--- src/rtl/multi_channel_counter_pkg.sv ---
// Shared constants for the multi-channel counter block: direction and mode
// encodings plus a helper that builds the all-ones limit for any width.
package multi_channel_counter_pkg;

  // Direction encoding on the per-channel dir input
  localparam logic DIR_UP   = 1'b1;
  localparam logic DIR_DOWN = 1'b0;

  // Limit behaviour selected by the SAT parameter
  localparam int unsigned MODE_WRAP = 32'd0;
  localparam int unsigned MODE_SAT  = 32'd1;

  // Default geometry of the shared counter resource
  localparam int unsigned DEFAULT_WIDTH  = 32'd8;
  localparam int unsigned DEFAULT_NUM_CH = 32'd3;

  // Widest counter the max_count helper can describe
  localparam int unsigned MAX_WIDTH = 32'd64;

  // All-ones value for a counter of the given width, right-aligned.
  // Callers cast the result down to their own width.
  function automatic logic [MAX_WIDTH-1:0] max_count(input int unsigned width);
    logic [MAX_WIDTH-1:0] ones_v;
    ones_v    = {MAX_WIDTH{1'b1}};
    max_count = ones_v >> (MAX_WIDTH - width);
  endfunction

endpackage

--- src/rtl/multi_channel_counter_channel.sv ---
// One WIDTH-bit counter channel: enable, up/down, synchronous load and clear,
// wrap or saturate at the limits, a one-cycle terminal-count pulse and a
// sticky overflow flag. All outputs come straight from flops.
module counter_channel
  import multi_channel_counter_pkg::*;
#(
  parameter int unsigned WIDTH = DEFAULT_WIDTH,
  parameter int unsigned SAT   = MODE_WRAP
) (
  input  logic             clk,
  input  logic             reset,
  input  logic             en,
  input  logic             dir,
  input  logic             load,
  input  logic [WIDTH-1:0] load_val,
  input  logic             clr,
  output logic [WIDTH-1:0] count,
  output logic             tc,
  output logic             ovf
);

  localparam logic [WIDTH-1:0] MAX_VAL  = WIDTH'(max_count(WIDTH));
  localparam logic [WIDTH-1:0] ZERO_VAL = {WIDTH{1'b0}};
  localparam logic [WIDTH-1:0] ONE_VAL  = {{(WIDTH-1){1'b0}}, 1'b1};

  logic [WIDTH-1:0] count_q;
  logic [WIDTH-1:0] count_d;
  logic             tc_q;
  logic             tc_d;
  logic             ovf_q;
  logic             ovf_d;
  logic             at_limit_s;
  logic [WIDTH-1:0] wrap_val_s;
  logic [WIDTH-1:0] step_val_s;

  // Detect a step that would cross a limit and precompute both candidate values
  always_comb begin
    at_limit_s = 1'b0;
    wrap_val_s = ZERO_VAL;
    step_val_s = count_q;
    if (dir == DIR_UP) begin
      at_limit_s = (count_q == MAX_VAL);
      wrap_val_s = ZERO_VAL;
      step_val_s = count_q + ONE_VAL;
    end else begin
      at_limit_s = (count_q == ZERO_VAL);
      wrap_val_s = MAX_VAL;
      step_val_s = count_q - ONE_VAL;
    end
  end

  // Next-state selection with priority clr > load > en > hold; tc defaults low
  always_comb begin
    count_d = count_q;
    tc_d    = 1'b0;
    ovf_d   = ovf_q;
    if (clr) begin
      count_d = ZERO_VAL;
      ovf_d   = 1'b0;
    end else if (load) begin
      // en and dir are ignored on a load cycle; ovf survives a load
      count_d = load_val;
    end else if (en) begin
      if (at_limit_s) begin
        tc_d  = 1'b1;
        ovf_d = 1'b1;
        if (SAT == MODE_SAT) begin
          count_d = count_q;
        end else begin
          count_d = wrap_val_s;
        end
      end else begin
        count_d = step_val_s;
      end
    end else begin
      count_d = count_q;
    end
  end

  // State flops with asynchronous active-low clear
  always_ff @(posedge clk or negedge reset) begin
    if (!reset) begin
      count_q <= ZERO_VAL;
      tc_q    <= 1'b0;
      ovf_q   <= 1'b0;
    end else begin
      count_q <= count_d;
      tc_q    <= tc_d;
      ovf_q   <= ovf_d;
    end
  end

  assign count = count_q;
  assign tc    = tc_q;
  assign ovf   = ovf_q;

endmodule

--- src/rtl/multi_channel_counter.sv ---
// Shared counter resource: NUM_CH independent counter channels on one clock
// and one reset. This level only slices and concatenates the packed buses.
module multi_channel_counter
  import multi_channel_counter_pkg::*;
#(
  parameter int unsigned WIDTH  = DEFAULT_WIDTH,
  parameter int unsigned NUM_CH = DEFAULT_NUM_CH,
  parameter int unsigned SAT    = MODE_WRAP
) (
  input  logic                    clk,
  input  logic                    reset,
  input  logic [NUM_CH-1:0]       en,
  input  logic [NUM_CH-1:0]       dir,
  input  logic [NUM_CH-1:0]       load,
  input  logic [NUM_CH*WIDTH-1:0] load_val,
  input  logic [NUM_CH-1:0]       clr,
  output logic [NUM_CH*WIDTH-1:0] count,
  output logic [NUM_CH-1:0]       tc,
  output logic [NUM_CH-1:0]       ovf
);

  for (genvar i = 0; i < NUM_CH; i++) begin : g_ch
    counter_channel #(
      .WIDTH (WIDTH),
      .SAT   (SAT)
    ) u_channel (
      .clk      (clk),
      .reset    (reset),
      .en       (en[i]),
      .dir      (dir[i]),
      .load     (load[i]),
      .load_val (load_val[i*WIDTH +: WIDTH]),
      .clr      (clr[i]),
      .count    (count[i*WIDTH +: WIDTH]),
      .tc       (tc[i]),
      .ovf      (ovf[i])
    );
  end

endmodule

--- config.mk ---
export PLATFORM = sky130hd
export DESIGN_NAME = multi_channel_counter
export DESIGN_NICKNAME = d
export VERILOG_FILES = /design/src/rtl/multi_channel_counter_pkg.sv /design/src/rtl/multi_channel_counter_channel.sv /design/src/rtl/multi_channel_counter.sv
export SDC_FILE = /design/constraint.sdc
export NUM_CORES = 1
export LEC_CHECK = 0
export CORE_UTILIZATION = 35
export CTS_CLUSTER_SIZE = 28
export DETAILED_ROUTE_END_ITERATION = 12
export PLACE_DENSITY_LB_ADDON = 0.25
export SLEW_MARGIN = 10
export SYNTH_ARGS = -nofsm -noshare
export SYNTH_HDL_FRONTEND = slang
export SYNTH_SLANG_ARGS = --single-unit
--- constraint.sdc ---
create_clock -name clk -period 2.7 [get_ports clk]
set_clock_uncertainty 0.1 [all_clocks]
set_input_delay 0.405 -clock clk [delete_from_list [all_inputs] [get_ports clk]]
set_output_delay 0.405 -clock clk [all_outputs]
set_load 0.05 [all_outputs]
; ---- Word level (Yosys, flattened, before mapping)
; Cells that the tools add are included.
[totals]
regBits = 30
elab_cells = 81
[op_classes]
addsub = 6
eq_ne = 6
mux = 45
n_reduce_logical = 15
[ops]
columns = cell, n
row1 = $mux W8, 18
row2 = $mux W1, 27
row3 = $add A8 B1 Y8 const B, 3
row4 = $eq A8 B8 Y1 const B, 3
row5 = $logic_not A8 Y1, 3
row6 = $sub A8 B1 Y8 const B, 3
row7 = $reduce_bool A2 Y1, 6
row8 = $reduce_and A3 Y1, 3
row9 = $reduce_bool A3 Y1, 3
row10 = $ne A2 B1 Y1 const B, 3

; ---- Logic depth before layout (Yosys ltp)
; Gate-level depths: netlist of the first run.
[logic_depth]
word_depth = 6
ltp_mapped = 7
depth_no_buf = 7

; ---- Modules after synthesis
; A second synthesis of the first run with hierarchy kept.
[hier_totals]
cells_unflattened = 315
hier_area_um2 = 2610.0
[by_module_without_submodules]
columns = mod, n_inst, cells_each, area_each_um2, seq_area_each_um2
row1 = counter_channel (g_ch[0].u_channel ...), 2, 105, 864.6, 250.2
row2 = counter_channel (g_ch[2].u_channel), 1, 105, 880.8, 250.2

; ---- Least setup slack after synthesis of the first run
; No wires, ideal clock.
[synth_timing]
path_type = reg2reg
start = register g_ch[2].u_channel.count_q[1]
end = register g_ch[2].u_channel.count_q[7]
setup_ps = 138
arrival_ps = 2176
required_ps = 2462
setup_slack_ps = 286
stages_incl_launch_ff = 7
synth_period_minus_slack_ps = 2414
cell_sequence = dfrtp_1 > ha_1 > a211oi_1 > o21bai_1 > a2111oi_0 > o21a_1 > o22ai_2
[synth_between]
elab_chain_cells = 6
word_cells_on_any_way = 10
classes_between = add/sub (2) / eq/ne (1) / mux (6) / reduce/logical (1)
[synth_lines]
columns = item, line_no
row1 = from (decl), multi_channel_counter_channel.sv:26  ; logic [WIDTH-1:0] count_q;
row2 = from (signal assigned), multi_channel_counter_channel.sv:87  ; count_q <= count_d;
row3 = $sub A8 B1 Y8 (tied with other cells), multi_channel_counter_channel.sv:48  ; step_val_s = count_q - ONE_VAL;
row4 = $mux W8 / $mux W1 (equally long branches), multi_channel_counter_channel.sv:41  ; if (dir == DIR_UP) begin
row5 = $mux W8 *, multi_channel_counter_channel.sv:64  ; if (at_limit_s) begin
row6 = $mux W8 *, multi_channel_counter_channel.sv:63  ; end else if (en) begin
row7 = $mux W8 *, multi_channel_counter_channel.sv:60  ; end else if (load) begin
row8 = $mux W8 *, multi_channel_counter_channel.sv:57  ; if (clr) begin
; Every way passes the cells marked *; elsewhere a longest branch is shown, timed or not. The select of a mux whose other input is x is not followed.
; A chain may end at the register's enable or synchronous reset.

; ---- Final worst setup path of the first run
[layout_timing]
start = input dir[2]
end = register g_ch[2].u_channel.count_q[7]
[layout_between]
elab_chain_cells = 5
word_cells_on_any_way = 7
classes_between = mux (7)
[layout_lines]
columns = item, line_no
row1 = from (decl), multi_channel_counter.sv:13  ; input logic [NUM_CH-1:0] dir,
row2 = $mux W8 / $mux W1 (equally long branches), multi_channel_counter_channel.sv:41
row3 = $mux W8 *, multi_channel_counter_channel.sv:64
row4 = $mux W8 *, multi_channel_counter_channel.sv:63
row5 = $mux W8 *, multi_channel_counter_channel.sv:60
row6 = $mux W8 *, multi_channel_counter_channel.sv:57
; Marked as above.

==> impl_metrics.env, run 1 <==
export IMPL_outcome="complete, no violations"
export IMPL_fin_total_pwr_mw=1.63
export IMPL_grt_pass1_vias=2531
export IMPL_fmaxAchievable_mhz=417
export IMPL_dr_wl_met2_mm=3.31
export IMPL_area_growth_synth_to_final_pct=34.4
export IMPL_cts_sinks=30
export IMPL_post_cts_buffers=0
export IMPL_drt_wl_total_mm=7.14
export IMPL_post_route_period_util_pct=88.8
export IMPL_synth_top_family_by_area="simple AND/OR/NAND/NOR gates"
export IMPL_vias=2637
export IMPL_synthMuxAreaShare_pct=0.759
export IMPL_maxSlewHeadroom_pct=64.7
export IMPL_dieWidth_um=88.8
export IMPL_synth_adder_area_share_pct=10.8
export IMPL_cp_start_kind="input pin"
export IMPL_grt_use_total_pct=19.3
export IMPL_diodes=0
export IMPL_synth_ff_latch_count=30
export IMPL_synth_cell_area_sq_mm=0.00264
export IMPL_clock_latency_ns=0.30
export IMPL_synthFlopType="dfrtp_1"
export IMPL_synthCells=328
export IMPL_cp_slowest_cell="clkdlybuf4s50_1"
export IMPL_critPathKind="input pin to register"
export IMPL_post_route_util_pct=48.9
export IMPL_finalHoldViolations=0
export IMPL_fin_crit_ns=2.40
export IMPL_wl_per_cell_um=14.3
export IMPL_routabilityCongestion=0.906
export IMPL_r2r_slack_ns=0.48
export IMPL_r2r_end="g_ch[0].u_channel.count[2]$_DFFE_PN0P_"
export IMPL_reg2reg_from="g_ch[0].u_channel.count[1]$_DFFE_PN0P_"
export IMPL_ios=68
export IMPL_cts_tree="built"
export IMPL_synth_xor_area_share_pct=4.98
export IMPL_synthArstFlopShare_pct=100
export IMPL_grt_antenna_before_repair=0
export IMPL_grt_overflow_total=0
export IMPL_r2r_cells=7
export IMPL_num_rows=31
export IMPL_synth_nets=387
export IMPL_finalMaxSlewViolations=0
export IMPL_power_leakage_nw=1.50
export IMPL_cts_inserted_buffers=5
export IMPL_cap_violations=0
export IMPL_synth_compound_area_share_pct=23.7
export IMPL_worstPathRequired_ns=2.76
export IMPL_worstMarginPinSlew_ns=0.525
export IMPL_worstPathCellList="clkdlybuf4s50_1, inv_1, ha_1, a211oi_1, o21bai_1, a2111oi_2, buf_4, o21a_1, o22ai_2"
export IMPL_synth_edf_count=0
export IMPL_htree_levels=2
export IMPL_drt_met1_wl_mm=3.24
export IMPL_yosys_warnings=0
export IMPL_drtIter0Drc=143
export IMPL_cp_slowest_stage_delay_ns=0.47
export IMPL_cts_buffer_depth=2
export IMPL_cts_root_buf="clkbuf_8"
export IMPL_wl_met3_um=414
export IMPL_synth_seq_area_share_pct=28.5
export IMPL_port_buffers=67
export IMPL_die_h_um=88.8
export IMPL_path_buf_inv=3
export IMPL_syn_avg_cell_area_sq_um=8.04
export IMPL_viasPerCell=5.30
export IMPL_fin_setup_tns_ns=0
export IMPL_core_sq_mm=0.00725
export IMPL_cp_end_kind="register"
export IMPL_synth_cell_types=50
export IMPL_crit_family="compound AO/OA/AOI/OAI gates"
export IMPL_grt_pass1_wl_mm=11.8
export IMPL_holdBufCountCts=0
export IMPL_critPathArrivalTime_ns=2.46
export IMPL_die_area_sq_mm=0.00788
export IMPL_path_clk_slew_ns=0.07
export IMPL_cp_max_fo=3
export IMPL_pwr_density_cell_mw_per_mm2=459
export IMPL_multi_input_area_sq_mm=0.00171
export IMPL_layout_drive_gt1_share_pct=8.77
export IMPL_place_inst=490
export IMPL_drt_first_pass_iters=5
export IMPL_ant_nets=0
export IMPL_synth_simple_area_share_pct=24.4
export IMPL_initial_core_util_pct=36.3
export IMPL_final_cells=498
export IMPL_hold_class="input pin to asynchronous set/reset pin"
export IMPL_drc_errors=0
export IMPL_regArea_sq_um=751
export IMPL_nFillCells=733
export IMPL_place_hpwl_mm=5.38
export IMPL_setup_violations=0
export IMPL_rsz0062_at_grt="no"
export IMPL_ir_worst_vdd_mv=0.181
export IMPL_nNetsFinal=457
export IMPL_top_layer="met4"
export IMPL_grt_start_max_net_pins=31
[final cells by class]
| cell class | count | share of cell area (%) |
|---|---|---|
| Clock buffer | 7 | 2.44 |
| Clock inverter | 1 | 0.141 |
| Inverter | 24 | 2.54 |
| Multi-Input combinational cell | 256 | 48.3 |
| Sequential cell | 30 | 21.2 |
| Tap cell | 99 | 3.50 |
| Timing Repair Buffer | 81 | 21.9 |
[per-layer routing]
layer / GRT usage [%] / vias up
met2: 33.1 / 85
li1: - / 1315
met1: 24.1 / 1221
met4: 7.33 / 0
met5: 0 / -
met3: 3.64 / 16
[worst register-to-register path, stage by stage (launching register included)]
cell and delay, ns:
dfrtp_1 0.47, inv_1 0.14, fa_1 0.43, xor2_1 0.20, a21oi_1 0.12, a2bb2oi_1 0.17, nor2_1 0.05, a2111oi_0 0.40
[cells in the mapped netlist, types with 4 or more instances]
master / n / area [sq um]
nand3_1: 4 / 20.0
nor2_1: 44 / 165
a221oi_1: 4 / 35.0
ha_1: 18 / 225
clkbuf_1: 10 / 37.5
o21bai_1: 4 / 30.0
xor2_1: 8 / 70.1
xnor2_1: 7 / 61.3
nor3_1: 11 / 55.1
nor2b_1: 7 / 43.8
inv_1: 24 / 90.1
dfrtp_1: 30 / 751
o22ai_1: 4 / 25.0
nor4_1: 6 / 37.5
nor3b_1: 5 / 37.5
o21ai_0: 16 / 80.1
buf_4: 6 / 45.0
o21a_1: 4 / 30.0
o31a_1: 4 / 35.0
or2_2: 6 / 37.5
nand2_1: 14 / 52.6
a21oi_1: 34 / 170
or3_1: 4 / 25.0
nand2b_1: 7 / 43.8
[registers in the layout (all words and copies together), names as in the netlist]
| name | count |
|---|---|
| g_ch.u_channel.count | 24 |
| g_ch.u_channel.ovf | 3 |
| g_ch.u_channel.tc | 3 |
[power by group]
group | total [mW] | internal, mW | leakage [nW] | switching [mW]
Sequential | 0.538 | 0.483 | 0.396 | 0.0551
Combinational | 0.695 | 0.307 | 1.06 | 0.388
Clock | 0.395 | 0.206 | 0.0482 | 0.189
[repair_timing]
item	CTS	global route
setup endpoints to repair	0	1
gates resized for setup	0	2
endpoints found under the hold margin	0	0
[worst max-delay path by stage]
stage / end / cells past startpoint / slack [ns] / from
floorplan: g_ch[2].u_channel.count[7]$_DFFE_PN0P_ / 6 / 0.29 / g_ch[2].u_channel.count[1]$_DFFE_PN0P_
global placement: g_ch[2].u_channel.count[7]$_DFFE_PN0P_ / 9 / 0.002 / dir[2]
detailed placement: g_ch[2].u_channel.count[7]$_DFFE_PN0P_ / 9 / -0.08 / dir[2]
CTS: g_ch[2].u_channel.count[7]$_DFFE_PN0P_ / 9 / 0.23 / dir[2]
global route: g_ch[1].u_channel.count[5]$_DFFE_PN0P_ / 8 / 0.08 / dir[1]
finish: g_ch[2].u_channel.count[7]$_DFFE_PN0P_ / 9 / 0.30 / dir[2]
[cell usage in the layout (no fill, tap or decap), types with 5 or more instances in the layout]
cell | Yosys | routed
a21oi_1 | 34 | 34
buf_4 | 6 | 14
clkbuf_8 | 0 | 6
clkdlybuf4s50_1 | 0 | 67
dfrtp_1 | 30 | 30
ha_1 | 18 | 18
inv_1 | 24 | 24
nand2_1 | 14 | 14
nand2b_1 | 7 | 7
nor2_1 | 44 | 44
nor2b_1 | 7 | 7
nor3_1 | 11 | 11
nor3b_1 | 5 | 5
nor4_1 | 6 | 6
o21ai_0 | 16 | 16
or2_2 | 6 | 6
xnor2_1 | 7 | 7
xor2_1 | 8 | 8
[per-stage QoR]
stage               setup slack (ns)  area, sq um  hold slack (ns)
detailed placement           -0.0775         3450            0.397
global route                  0.0828         3540            0.452
global placement             0.00202         3450            0.390
CTS                            0.226         3540            0.412
floorplan                      0.286         2640          0.00941
finish                         0.301         3540            0.409
[cells by family after synthesis]
logic type,Yosys count
AND/OR/NAND/NOR,123
AO/OA/AOI/OAI,95
buffers and inverters,42
flip-flops,30
adder cells (fa/ha/maj),21
XOR/XNOR,15
multiplexers,2
Power figures use the tool's default switching activity.
==> run 2: changes to the inputs <==
- CTS_CLUSTER_SIZE: 28 -> 8
- SLEW_MARGIN: 10 -> unset
- TNS_END_PERCENT: unset -> 5
==> results of run 2 <==
The final DEF is identical to that of run 1; final timing and power are the same.
==> run 3: changes to the inputs <==
- CORE_ASPECT_RATIO: unset -> 0.7
==> run 3 against run 2 <==
  * Sequential share of layout area is 0.098 points higher
  * Non-clock buffer count shrank 2
  * Worst hold slack worse by 0.0082 ns
  * Critical path type unchanged
  * Largest cell class unchanged
  * Highest routed layer unchanged
==> impl_metrics.env, run 3 (synthesized netlist as in run 1, its figures left out) <==
export IMPL_htree_levels=2
export IMPL_clock_latency_ns=0.28
export IMPL_core_sq_mm=0.00729
export IMPL_hold_start="g_ch[1].u_channel.ovf$_DFFE_PN0P_"
export IMPL_min_to="g_ch[1].u_channel.ovf$_DFFE_PN0P_"
export IMPL_ir_worst_vdd_mv=0.261
export IMPL_hold_class="register to register"
export IMPL_ant_nets=0
export IMPL_outcome="complete, no violations"
export IMPL_worstPathRequired_ns=2.75
export IMPL_r2r_cells=7
export IMPL_nFillCells=737
export IMPL_post_route_util_pct=48.4
export IMPL_fin_crit_ns=2.42
export IMPL_cp_max_fo=3
export IMPL_cp_slowest_stage_delay_ns=0.47
export IMPL_fmaxAchievable_mhz=413
export IMPL_maxSlewHeadroom_pct=57.8
export IMPL_worstPathCellList="clkdlybuf4s50_1, inv_1, ha_1, a211oi_2, o21bai_1, a2111oi_1, buf_4, o21a_1, o22ai_2"
export IMPL_cp_slowest_cell="clkdlybuf4s50_1"
export IMPL_place_hpwl_mm=5.50
export IMPL_drc_errors=0
export IMPL_worstMarginPinSlew_ns=0.632
export IMPL_reg2reg_from="g_ch[2].u_channel.count[1]$_DFFE_PN0P_"
export IMPL_setup_violations=0
export IMPL_post_cts_buffers=0
export IMPL_grt_overflow_total=0
export IMPL_multi_input_area_sq_mm=0.00171
export IMPL_critPathKind="input pin to register"
export IMPL_cts_sinks=30
export IMPL_post_route_period_util_pct=89.6
export IMPL_num_rows=26
export IMPL_dieWidth_um=106
export IMPL_cap_violations=0
export IMPL_place_inst=487
export IMPL_cp_start_kind="input pin"
export IMPL_routabilityCongestion=0.842
export IMPL_cts_root_buf="clkbuf_8"
export IMPL_largest_reg_flops=24
export IMPL_grt_use_total_pct=18.7
export IMPL_port_buffers=67
export IMPL_wl_per_cell_um=14.5
export IMPL_die_area_sq_mm=0.00789
export IMPL_nNetsFinal=455
export IMPL_cts_resized=0
export IMPL_vias=2601
export IMPL_layout_drive_gt1_share_pct=8.31
export IMPL_cp_end_kind="register"
export IMPL_pre_cts_ws_ns=-0.105
export IMPL_diodes=0
export IMPL_finalMaxSlewViolations=0
export IMPL_path_clk_slew_ns=0.07
export IMPL_die_h_um=74.6
export IMPL_grt_pass1_wl_mm=11.6
export IMPL_drt_wl_total_mm=7.17
export IMPL_holdBufCountCts=0
export IMPL_drt_first_pass_iters=4
export IMPL_mostFrequentLayoutCells="clkdlybuf4s50_1, nor2_1, a21oi_1"
export IMPL_viasPerCell=5.25
export IMPL_layout_commonest_cell="clkdlybuf4s50_1"
export IMPL_fin_ws_ns=0.281
export IMPL_pwr_density_cell_mw_per_mm2=457
export IMPL_grt_start_max_net_pins=31
export IMPL_power_leakage_nw=1.49
export IMPL_fin_total_pwr_mw=1.61
export IMPL_drtIter0Drc=122
export IMPL_grt_pass1_vias=2416
export IMPL_ios=68
export IMPL_rsz0062_at_grt="no"
export IMPL_min_path_cells=2
export IMPL_cts_tree="built"
export IMPL_finalHoldViolations=0
export IMPL_critPathArrivalTime_ns=2.47
export IMPL_cts_buffer_depth=2
export IMPL_final_cells=495
export IMPL_cts_inserted_buffers=5
export IMPL_r2r_end="g_ch[2].u_channel.count[7]$_DFFE_PN0P_"
export IMPL_initial_core_util_pct=36.2
export IMPL_regArea_sq_um=751
export IMPL_area_growth_synth_to_final_pct=33.8
export IMPL_r2r_slack_ns=0.49
export IMPL_grt_antenna_before_repair=0
export IMPL_fin_setup_tns_ns=0
run 3: per-layer routing:
metal,track usage (%),routed length [um]
met1,28.1,3840
met2,27.5,2890
met3,3.98,403
met4,3.70,36
met5,0,0
run 3: final cells by class:
cell class,count,share of cell area [%]
multi-input cells,256,48.5
repair buffers,79,21.6
flip-flops and latches,30,21.3
well taps,98,3.48
inverters,24,2.55
clock buffers,7,2.45
clock inverters,1,0.142
run 3: worst max-delay path, delay by kind of cell:
kind                       cells  cell delay (ns)
buffers and inverters          3             0.73
AOI/OAI and AO/OA              5             1.04
adders and majority gates      1             0.31
run 3: where the power goes:
part	leakage, nW	total, mW	switching [mW]	internal [mW]
Clock	0.0482	0.380	0.175	0.206
Combinational	1.05	0.691	0.389	0.302
Sequential	0.396	0.539	0.0563	0.483
Total	1.49	1.61	0.620	0.991
run 3: worst max path at each step:
| stage | startpoint | endpoint | slack, ns | depth (start not counted) |
|---|---|---|---|---|
| detailed placement | dir[2] | g_ch[2].u_channel.count[7]$_DFFE_PN0P_ | -0.11 | 9 |
| global route | dir[2] | g_ch[2].u_channel.count[7]$_DFFE_PN0P_ | 0.08 | 9 |
| global placement | dir[2] | g_ch[2].u_channel.count[7]$_DFFE_PN0P_ | -0.08 | 9 |
| floorplan | g_ch[2].u_channel.count[1]$_DFFE_PN0P_ | g_ch[2].u_channel.count[7]$_DFFE_PN0P_ | 0.29 | 6 |
| CTS | dir[2] | g_ch[2].u_channel.count[7]$_DFFE_PN0P_ | 0.18 | 9 |
| finish | dir[2] | g_ch[2].u_channel.count[7]$_DFFE_PN0P_ | 0.28 | 9 |
run 3: through the flow:
stage,cell area [sq um],hold WS (ns)
after floorplan,2640,0.00941
after global placement,3430,0.410
after detailed placement,3430,0.398
after CTS,3520,0.413
after global routing,3530,0.453
final,3530,0.400
